$ cat config.mk
export PLATFORM = sky130hd
export DESIGN_NAME = seq_multiplier
export DESIGN_NICKNAME = d
export VERILOG_FILES = /design/src/rtl/seq_multiplier.sv
export SDC_FILE = /design/constraint.sdc
export NUM_CORES = 1
export LEC_CHECK = 0
export ABC_AREA = 1
export BUFFER_PORTS_ARGS = -buffer_cell sky130_fd_sc_hd__buf_2
export CORE_MARGIN = 2
export CORE_UTILIZATION = 48
export DETAILED_ROUTE_END_ITERATION = 8
export PLACE_DENSITY = 0.77
export SLEW_MARGIN = 15
export SYNTH_ARGS = -nofsm -noshare
export SYNTH_HDL_FRONTEND = slang
export SYNTH_SLANG_ARGS = --single-unit
$ cat constraint.sdc
create_clock -name clock -period 3.3 [get_ports clock]
set_input_delay 0.33 -clock clock [delete_from_list [all_inputs] [get_ports clock]]
set_output_delay 0.33 -clock clock [all_outputs]
set_load 0.01 [all_outputs]
$ cat src/rtl/seq_multiplier.sv
// seq_multiplier: n-bit sequential shift-add / radix-2 Booth multiplier with start/ready/done handshake
module seq_multiplier #(
    parameter int n = 8
) (
    input  logic           clock,
    input  logic           reset,
    input  logic           start,
    input  logic           signed_mode,
    input  logic [n-1:0]   multiplicand,
    input  logic [n-1:0]   multiplier,
    output logic [2*n-1:0] product,
    output logic           ready,
    output logic           done,
    output logic           init,
    output logic           add_shift,
    output logic           shift
);
    localparam int CW = $clog2(n + 1);
    localparam logic [1:0] IDLE = 2'd0;
    localparam logic [1:0] RUN  = 2'd1;
    localparam logic [1:0] DONE = 2'd2;
    logic [1:0]    state;
    logic [n-1:0]  a, q, m;
    logic          q_1, mode, op, sub;
    logic [CW-1:0] count;
    logic [n:0]    ea, em, sum;
    // one extra bit holds the unsigned carry or the Booth sign so M = -2^(n-1) cannot overflow
    always_comb begin
        ea  = {mode & a[n-1], a};
        em  = {mode & m[n-1], m};
        op  = mode ? q[0] ^ q_1 : q[0];
        sub = mode & q[0] & ~q_1;
        sum = !op ? ea : sub ? ea - em : ea + em;
    end
    assign ready     = state == IDLE;
    assign done      = state == DONE;
    assign init      = ready & start & ~reset;
    assign add_shift = state == RUN & op;
    assign shift     = state == RUN & ~op;
    always_ff @(posedge clock) begin
        if (reset) begin
            state   <= IDLE;
            a       <= '0;
            q       <= '0;
            m       <= '0;
            q_1     <= 1'b0;
            mode    <= 1'b0;
            count   <= '0;
            product <= '0;
        end else if (state == IDLE) begin
            if (start) begin
                m     <= multiplicand;
                q     <= multiplier;
                mode  <= signed_mode;
                a     <= '0;
                q_1   <= 1'b0;
                count <= CW'(n);
                state <= RUN;
            end
        end else if (state == RUN) begin
            a     <= sum[n:1];
            q     <= {sum[0], q[n-1:1]};
            q_1   <= q[0];
            count <= count - CW'(1);
            if (count == CW'(1)) begin
                state   <= DONE;
                product <= {sum[n:1], sum[0], q[n-1:1]};
            end
        end else begin
            state <= IDLE;
        end
    end
endmodule
==> summary.txt, run 1 <==
CP arrival = 2.75 ns
CP cell instances = inv_1 -> ha_1 -> inv_1 -> nor3_1 -> inv_1 -> o21ai_0 -> xor2_1 -> inv_1 -> ha_1 -> nand2_1 -> inv_1 -> a21oi_1 -> nand2_1 -> nand3_1 -> nand3_1 -> nand2_1 -> nand2_1 -> o21ai_1 -> inv_1
CTS tree = done
Most common cell in the netlist = nand2_1
PwrDens = 536 mW/mm2
Vias in the first global route = 2,034
# DRC = 0
Period utilization = 77.0%
Root Buffer = clkbuf_8
P&R area growth vs syn = 14.5%
CP Data Required Time = 3.51 ns
Kind of critical path = reg2reg
Max-slew headroom = 53.6%
Net switching power = 0.000504 W
Skew-Pair Late Insertion Delay = 0.31 ns
Grt total ovfl = 0
Pin count of the biggest net entering global routing = 26
DRT Pass-1 Iters = 5
Worst path max stage delay = 0.33 ns
CP startpoint kind = flip-flop
FP Rows = 25
Post-synth top area share = 39.3%
Netlist cell types = 32
Port buffer count = 40
Seq/Total Area, Yosys = 39.3%
Die Span X = 75.4 um
Hold path depth = 3
Crit end category = flip-flop
Post-Layout Inst Area = 0.00280 mm2
Setup Skew = 0.0103 ns
R2r startpoint = m[1]$_SDFFE_PP0P_
Clock share of power = 29.7%
Initial antenna violation count = 0
Largest cells by area after synthesis = dfxtp_1 39%, nand2_1 11%, inv_1 7.4%, o21ai_0 6.6%, ha_1 5.6%
Internal = 0.000998 W
Final hold violations = 0
CP most frequent cell = inv_1
YS warnings = 0
Mapped Cells = 347
Crit path depth = 19
# setup viols final = 0
Logic pwr share = 26.7%
Sink Count = 48
Post-CTS Setup Bufs = 0
Top delay family on crit path = simple AND/OR/NAND/NOR gates
Diodes inserted = 0
DRT antenna net count = 0
Fmax = 394 MHz
# resized after CTS = 0
Final nets = 416
Max Slew Vio Count = 0
R2R depth = 19
DP Area = 0.00268 mm2
Primary FF master, synth = dfxtp_1
VDD IR-drop max = 383 uV
TNS Setup = 0 ns
Wire length per cell = 12.1 um
Mapped Nets = 379
Hold wc startpoint = multiplicand[3]
First-pass GRT wire length = 9090 um
Lkg Pwr = 1.36 nW
Slowest cell on crit path = ha_1
Global Route Usage Sum = 21.2%
Drt initial violations = 166
Synth Register Bits = 48
Post-synth EDFFs = 0
Largest fanout on the critical path = 5
I/O Pins = 41
Via density = 5.10
RSZ-0062 raised after global routing = false
# Max-Cap Violations = 0
CTS H-tree depth = 2
Die ar. = 0.00568 mm2
Core Box Area = 0.00482 mm2
Class of the worst hold path = in2reg
Clock-pin slew on the worst setup and hold paths = 0.10 ns
Mean Syn Cell Area = 7.05 um2
Sw Ratio = 33.5%
TritonCTS Buffers = 5
Routed WL = 5460 um
Status = complete, no violations
Most frequent cells after synthesis = 73 x nand2_1, 48 x dfxtp_1, 48 x inv_1, 32 x nor2_1, 32 x o21ai_0
Vias = 2,307
Die Ht = 75.4 um
Clock tree buffer depth = 2
Hold Buf Count CTS = 0
CP Launch Point = m[1]$_SDFFE_PP0P_
Worst-margin pin slew = 0.695 ns
Number of buffers and inverters on the critical path = 6
Synth area leader = dfxtp_1
Area of the mapped netlist = 0.00244 mm2
Post-synthesis async set-or-reset flop share = 0%
Post-layout min period = 2.54 ns
Proportion of power drawn by flip-flops and latches = 43.6%
Placer congestion estimate = 0.963
Starting density of the core = 50.8%
Detailed Place HPWL = 4050 um
Layout cell share with drive strength beyond 1 = 16.1%
state kept, by name (all words and copies together), names as in the netlist:
signal / cells
m: 8
product: 16
state: 2
q: 8
q_1: 1
count: 4
mode: 1
a: 8
worst register-to-register path: cells and delay by family (launching register included):
| kind | cells | cell delay [ns] |
|---|---|---|
| simple gates | 7 | 0.69 |
| fa+ha+maj | 2 | 0.47 |
| compound gates | 3 | 0.45 |
| buf+inv | 6 | 0.35 |
| flops | 1 | 0.32 |
| xor+xnor | 1 | 0.16 |
power by group through the flow:
stage                     combinational [W]  clock [W]  sequential (W)
after floorplan                    0.000305          0        0.000664
after global placement             0.000389          0        0.000666
after detailed placement           0.000399          0        0.000667
after CTS                          0.000401   0.000451        0.000654
after global routing               0.000459   0.000478        0.000661
final                              0.000401   0.000446        0.000655
area by class of cell:
| cell class | instances | area (um2) |
|---|---|---|
| Sequential cell | 48 | 961 |
| Clock inverter | 3 | 46.3 |
| Tap cell | 67 | 83.8 |
| Multi-Input combinational cell | 235 | 1230 |
| Inverter | 53 | 200 |
| Fill cell | 472 | 2020 |
| Clock buffer | 5 | 68.8 |
| Timing Repair Buffer | 41 | 208 |
cell usage in the layout (no fill, tap or decap), types with 4 or more instances in the layout:
master    Yosys  routed
buf_2         3      40
o22ai_1       7       7
o21ai_1       6       6
o21ai_0      32      32
xor2_1        6       6
dfxtp_1      48      48
nor2_1       32      32
clkbuf_8      0       5
nand3_1      16      16
a31oi_1       6       6
nand2_1      73      73
inv_2         4       4
a22oi_1       4       4
ha_1         11      11
inv_1        48      48
a21oi_1      20      20
nor3_1        4       4
final timing paths:
check | end | slack, ns
setup reg to reg | product[15]$_SDFFE_PP0P_ | 0.76
hold / removal | m[3]$_SDFFE_PP0P_ | 0.27
setup / recovery | product[15]$_SDFFE_PP0P_ | 0.76
hold reg to reg | product[12]$_SDFFE_PP0P_ | 0.47
logic make-up after synthesis:
family          share of synthesized area (%)
simple gates                             23.3
compound gates                           17.8
buf+inv                                  10.3
flops                                    39.3
fa+ha+maj                                6.45
xor+xnor                                 2.87
per-layer routing:
metal	vias up	wire (um)	global-route usage, %
met3	5	306	4.76
met1	1038	2560	28.9
li1	1200	-	-
met4	0	40	5.46
met5	-	0	0
met2	64	2550	34.1
metrics by stage:
| stage | setup WS [ns] | util [%] | power, W | cells | hold slack, ns |
|---|---|---|---|---|---|
| 6_report | 0.760 | 58.1 | 0.00150 | 452 | 0.275 |
| 5_1_grt | 0.418 | 58.1 | 0.00160 | 452 | 0.288 |
| 4_1_cts | 0.766 | 58.1 | 0.00151 | 452 | 0.279 |
| 3_5_place_dp | 0.807 | 55.7 | 0.00107 | 444 | 0.463 |
| 3_3_place_gp | 0.878 | 55.7 | 0.00106 | 444 | 0.456 |
| 2_1_floorplan | 0.993 | - | 0.000969 | 347 | 0.444 |
Power figures use the tool's default switching activity.
==> run 2: changes to the inputs <==
==> constraint.sdc (replaced) <==
create_clock -name clock -period 2.35 [get_ports clock]
set_input_delay 0.235 -clock clock [delete_from_list [all_inputs] [get_ports clock]]
set_output_delay 0.235 -clock clock [all_outputs]
set_load 0.01 [all_outputs]
==> run 2 against run 1 <==
Effect of this change: the run now ends with negative setup slack left; final cell count increased by 2.7%; wire length increased by 5.3%; worst setup slack got worse by 0.78 ns; total power increased by 44%; highest routed layer unchanged.
==> summary.txt, run 2 (same netlist as run 1, synthesis figures left out) <==
Post-layout min period = 2.38 ns (-0.165 ns)
Global Route Usage Sum = 21.1% (-0.073 points)
Root Buffer = clkbuf_8
Die ar. = 0.00568 mm2 (unchanged)
Most frequent cells in the layout = 66 x nand2_1, 46 x dfxtp_1, 43 x inv_1, 40 x buf_2, 32 x nor2_1
DRT antenna net count = 0 (unchanged)
DP Area = 0.00275 mm2 (+2.5%)
Final std cells w/o fill = 464 (+2.7%)
PwrDens = 715 mW/mm2 (+33%)
Wire length per cell = 12.4 um (+2.6%)
Failing checks = negative setup slack
Die Ht = 75.4 um (unchanged)
Slack of the worst reg-to-reg path = -0.03 ns (-0.78 ns)
CP Data Required Time = 2.55 ns (-0.96 ns)
Pin count of the biggest net entering global routing = 25 (-3.8%)
CTS tree = done
Initial antenna violation count = 0 (unchanged)
Fmax = 421 MHz (+7.0%)
Drt initial violations = 153 (-7.8%)
Skew-Pair Late Insertion Delay = 0.30 ns (about the same)
Layout cell share with drive strength beyond 1 = 26.4% (+10 points)
Crit end category = flip-flop
Largest fanout on the critical path = 4 (-1)
Die Span X = 75.4 um (unchanged)
P&R area growth vs syn = 24.0%
Clock tree buffer depth = 2 (unchanged)
RSZ-0062 raised after global routing = true
I/O Pins = 41 (unchanged)
Routed WL = 5750 um (+5.3%)
Core Box Area = 0.00482 mm2 (unchanged)
Commonest non-fill, non-tap cell in the layout = nand2_1
Status = finished, violations left
Dpl cells = 453 (+2.0%)
Kind of critical path = reg2reg
Final nets = 428 (+2.9%)
Total chip power = 0.00217 W (+44%)
FP Rows = 25 (unchanged)
Post-Layout Inst Area = 0.00303 mm2 (+8.3%)
First-pass GRT wire length = 9230 um (+1.4%)
Port buffer count = 40 (unchanged)
Clock-pin slew on the worst setup and hold paths = 0.09 ns (about the same)
CTS H-tree depth = 2 (unchanged)
Starting density of the core = 50.8% (unchanged)
Diodes inserted = 0 (unchanged)
Hold Buf Count CTS = 0 (unchanged)
Via density = 5.14 (+0.67%)
Vias in the first global route = 2,048 (+0.69%)
Max Slew Vio Count = 0 (unchanged)
Placer congestion estimate = 0.815 (-15%)
TritonCTS Buffers = 5 (unchanged)
Sink Count = 48 (unchanged)
# Max-Cap Violations = 0 (unchanged)
Detailed Place HPWL = 4150 um (+2.6%)
Final worst slack = -0.0251 ns (-0.785 ns)
Final hold violations = 0 (unchanged)
# DRC = 0 (unchanged)
VDD IR-drop max = 412 uV (+7.5%)
Setup Skew = 0.00611 ns (-0.00416 ns)
Lkg Pwr = 1.42 nW (+4.7%)
Period utilization = 101% (+24 points)
Post-layout util = 62.9% (+4.8 points)
Largest Register = product
Largest register FFs = 16 (unchanged)
Class of the worst hold path = in2reg
CP arrival = 2.57 ns (-0.18 ns)
CP startpoint kind = flip-flop
# setup viols final = 2 (+2)
DRT Pass-1 Iters = 4 (-1)
Worst-margin pin slew = 0.458 ns (-0.237 ns)
Grt total ovfl = 0 (unchanged)
Max-slew headroom = 69.4% (+16 points)
Vias = 2,384 (+3.3%)
==> run 2: changes by cell type in the layout (fill, tap and decap cells not counted), moves of 3 or more <==
cell and delta:
o21ai_0 -4, ha_4 +6, buf_4 +11, nand2_2 +7, nor3_1 -3, inv_2 +5, ha_1 -6, inv_1 -5
nand2_1 -7, o21ai_2 +3
==> run 2: layout make-up <==
class                   count  area, um2
multi-input cells         235       1390
clock buffers               6       82.6
fillers                   449       1790
well taps                  67       83.8
flip-flops and latches     48        963
inverters                  53        200
clock inverters             2       13.8
repair buffers             53        302
==> run 2: power by group <==
part           switching (W)  internal [W]  leakage (nW)
Sequential         0.0000476      0.000875         0.392
Clock               0.000288      0.000241        0.0516
Combinational       0.000414      0.000301         0.979
==> run 2: final timing paths <==
check             cells past startpoint                        to                     start
hold reg to reg                       2  product[13]$_SDFFE_PP0P_  product[13]$_SDFFE_PP0P_
hold / removal                        3         m[2]$_SDFFE_PP0P_           multiplicand[2]
setup reg to reg                     19  product[15]$_SDFFE_PP0P_         m[0]$_SDFFE_PP0P_
setup / recovery                     19  product[15]$_SDFFE_PP0P_         m[0]$_SDFFE_PP0P_
==> run 2: what timing repair did <==
action                     4_1_cts  5_1_grt
hold endpoints to repair         0        0
pin swaps                        0       16
resized for setup                6       35
buffers inserted                 0        3
setup endpoints to repair        6       11
==> run 2: per-stage QoR <==
step / TNS (ns) / hold WS [ns] / setup WS, ns
after floorplan: 0 / 0.402 / 0.0427
after global placement: -0.147 / 0.457 / -0.0779
after detailed placement: -0.425 / 0.463 / -0.168
after CTS: 0 / 0.179 / 0.0177
after global routing: -0.939 / 0.192 / -0.222
final: -0.0317 / 0.185 / -0.0251
==> run 2: per-layer routing <==
layer,vias up,share of wire [%],global-route usage (%)
met1,1102,46,29.0
met3,11,4.4,3.17
met4,0,1.6,4.68
li1,1220,-,-
met2,51,48,35.2
met5,-,0,0
==> run 2: worst max-delay path, stage by stage (launching register included) <==
cell     delay [ns]
dfxtp_2        0.34
buf_6          0.11
nor3_2         0.13
inv_1          0.07
nor3_2         0.19
or2_4          0.15
xor2_1         0.14
inv_1          0.09
ha_4           0.30
nand2_2        0.06
nor2_1         0.08
nand2_1        0.07
nand2_2        0.08
inv_1          0.05
nand2_2        0.06
nand3_2        0.05
nand2_1        0.06
nand2_1        0.06
o21ai_1        0.13
inv_1          0.04
==> run 3: changes to the inputs <==
==> constraint.sdc (replaced) <==
create_clock -name clock -period 3 [get_ports clock]
set_input_delay 0.3 -clock clock [delete_from_list [all_inputs] [get_ports clock]]
set_output_delay 0.3 -clock clock [all_outputs]
set_load 0.01 [all_outputs]
==> run 3 against run 2 <==
Effect of this change: the run now ends clean; count of clock-buffer cells in the layout unchanged; cell area down 7.8%; die area unchanged; hold slack better by 0.070 ns; first-iteration DRC count down 12%; critical path type unchanged; largest power group unchanged.
==> summary.txt, run 3 (same netlist as run 1, synthesis figures left out) <==
Placer congestion estimate = 0.955 (+17%)
VDD IR-drop max = 349 uV (-15%)
Layout cell share with drive strength beyond 1 = 16.5% (-9.9 points)
Filler cell count = 498 (+11%)
Vias in the first global route = 2,088 (+2.0%)
Diodes inserted = 0 (unchanged)
Worst-margin pin slew = 0.748 ns (+0.290 ns)
Detailed Place HPWL = 4110 um (-1.0%)
P&R area growth vs syn = 14.4%
CP most frequent cell = inv_1
Period utilization = 85.1% (-16 points)
# setup viols final = 0 (-2)
Lkg Pwr = 1.36 nW (-4.6%)
# DRC = 0 (unchanged)
TNS Setup = 0 ns (+0.0317 ns)
Worst path max stage delay = 0.33 ns (about the same)
Pin count of the biggest net entering global routing = 26 (+4.0%)
Root Buffer = clkbuf_8
Port buffer count = 40 (unchanged)
Status = complete, no violations
Fmax = 392 MHz (-7.0%)
Skew-Pair Late Insertion Delay = 0.30 ns (about the same)
Largest register FFs = 16 (unchanged)
Post-layout util = 58.1% (-4.9 points)
Vias = 2,264 (-5.0%)
Sink Count = 48 (unchanged)
RSZ-0062 raised after global routing = false
Die ar. = 0.00568 mm2 (unchanged)
Drt initial violations = 134 (-12%)
Class of the worst hold path = in2reg
FP Rows = 25 (unchanged)
Final std cells w/o fill = 454 (-2.2%)
Largest fanout on the critical path = 5 (+1)
CTS tree = done
Largest Register = product
Global Route Usage Sum = 21.1% (-0.030 points)
Post-layout min period = 2.55 ns (+0.179 ns)
CP startpoint kind = flip-flop
PwrDens = 561 mW/mm2 (-22%)
Kind of critical path = reg2reg
CP cell instances = inv_1 -> ha_1 -> inv_1 -> nor3_1 -> inv_1 -> o21ai_0 -> xor2_1 -> inv_1 -> ha_1 -> nand2_1 -> inv_1 -> a21oi_1 -> nand2_1 -> nand3_1 -> nand3_1 -> nand2_1 -> nand2_1 -> o21ai_1 -> inv_1
Crit end category = flip-flop
Initial antenna violation count = 0 (unchanged)
I/O Pins = 41 (unchanged)
Hold Buf Count CTS = 0 (unchanged)
Post-CTS Setup Bufs = 0 (unchanged)
Clock tree buffer depth = 2 (unchanged)
Starting density of the core = 50.8% (unchanged)
# Max-Cap Violations = 0 (unchanged)
Slowest cell on crit path = dfxtp_1
CP Data Required Time = 3.20 ns (+0.65 ns)
Max-slew headroom = 50.1% (-19 points)
Routed WL = 5460 um (-5.0%)
Grt total ovfl = 0 (unchanged)
First-pass GRT wire length = 9200 um (-0.23%)
Setup Skew = 0.00647 ns (+0.000358 ns)
DRT antenna net count = 0 (unchanged)
Core Box Area = 0.00482 mm2 (unchanged)
# resized after CTS = 0 (-6)
TritonCTS Buffers = 5 (unchanged)
Final hold violations = 0 (unchanged)
Wire length per cell = 12.0 um (-2.9%)
CTS H-tree depth = 2 (unchanged)
Die Ht = 75.4 um (unchanged)
Max Slew Vio Count = 0 (unchanged)
Via density = 4.99 (-2.9%)
CP arrival = 2.75 ns (+0.18 ns)
Die Span X = 75.4 um (unchanged)
Commonest non-fill, non-tap cell in the layout = nand2_1
DRT Pass-1 Iters = 4 (unchanged)
Final nets = 418 (-2.3%)
Clock-pin slew on the worst setup and hold paths = 0.09 ns (about the same)
Dpl cells = 446 (-1.5%)
Most frequent cells in the layout = 73 x nand2_1, 48 x inv_1, 48 x dfxtp_1, 40 x buf_2
==> run 3: power by group <==
group          switching (W)  internal (W)
clock               0.000217      0.000187
sequential         0.0000354      0.000685
combinational       0.000280      0.000164
==> run 3: critical path: cells and delay by family (launching register included) <==
kind,cells,cell delay [ns]
AOI/OAI and AO/OA,3,0.44
and+or+nand+nor,7,0.69
DFF,1,0.33
xor gates and xnor gates,1,0.17
adders and majority gates,2,0.47
buffers and inverters,6,0.35
==> run 3: final cells by class <==
cell class	instances	area (um2)	area share, %
Clock buffer	6	82.6	2.95
Clock inverter	2	15.0	0.537
Timing Repair Buffer	43	223	7.96
Inverter	53	200	7.16
Sequential cell	48	961	34.4
Multi-Input combinational cell	235	1230	44.0
Tap cell	67	83.8	3.00
==> run 3: metal layers <==
metal	up-vias	global-route usage [%]	part of all wire, %
met5	-	0	0
li1	1195	-	-
met4	0	6.24	1.2
met1	1020	28.8	49
met3	9	3.17	4.2
met2	40	34.7	46
==> run 3: final timing paths <==
path | slack, ns | endpoint | from | depth (start not counted)
max | 0.45 | product[15]$_SDFFE_PP0P_ | m[0]$_SDFFE_PP0P_ | 19
min | 0.25 | m[2]$_SDFFE_PP0P_ | multiplicand[2] | 3
max reg2reg | 0.45 | product[15]$_SDFFE_PP0P_ | m[0]$_SDFFE_PP0P_ | 19
min reg2reg | 0.47 | product[13]$_SDFFE_PP0P_ | product[13]$_SDFFE_PP0P_ | 2
==> run 3: per-stage QoR <==
stage	setup WS (ns)	total power, W	area [um2]	hold WS, ns
global route	0.134	0.00168	2800	0.269
detailed placement	0.497	0.00118	2700	0.462
CTS	0.463	0.00158	2800	0.250
floorplan	0.693	0.00107	2440	0.444
global placement	0.574	0.00116	2700	0.456
finish	0.446	0.00157	2800	0.254
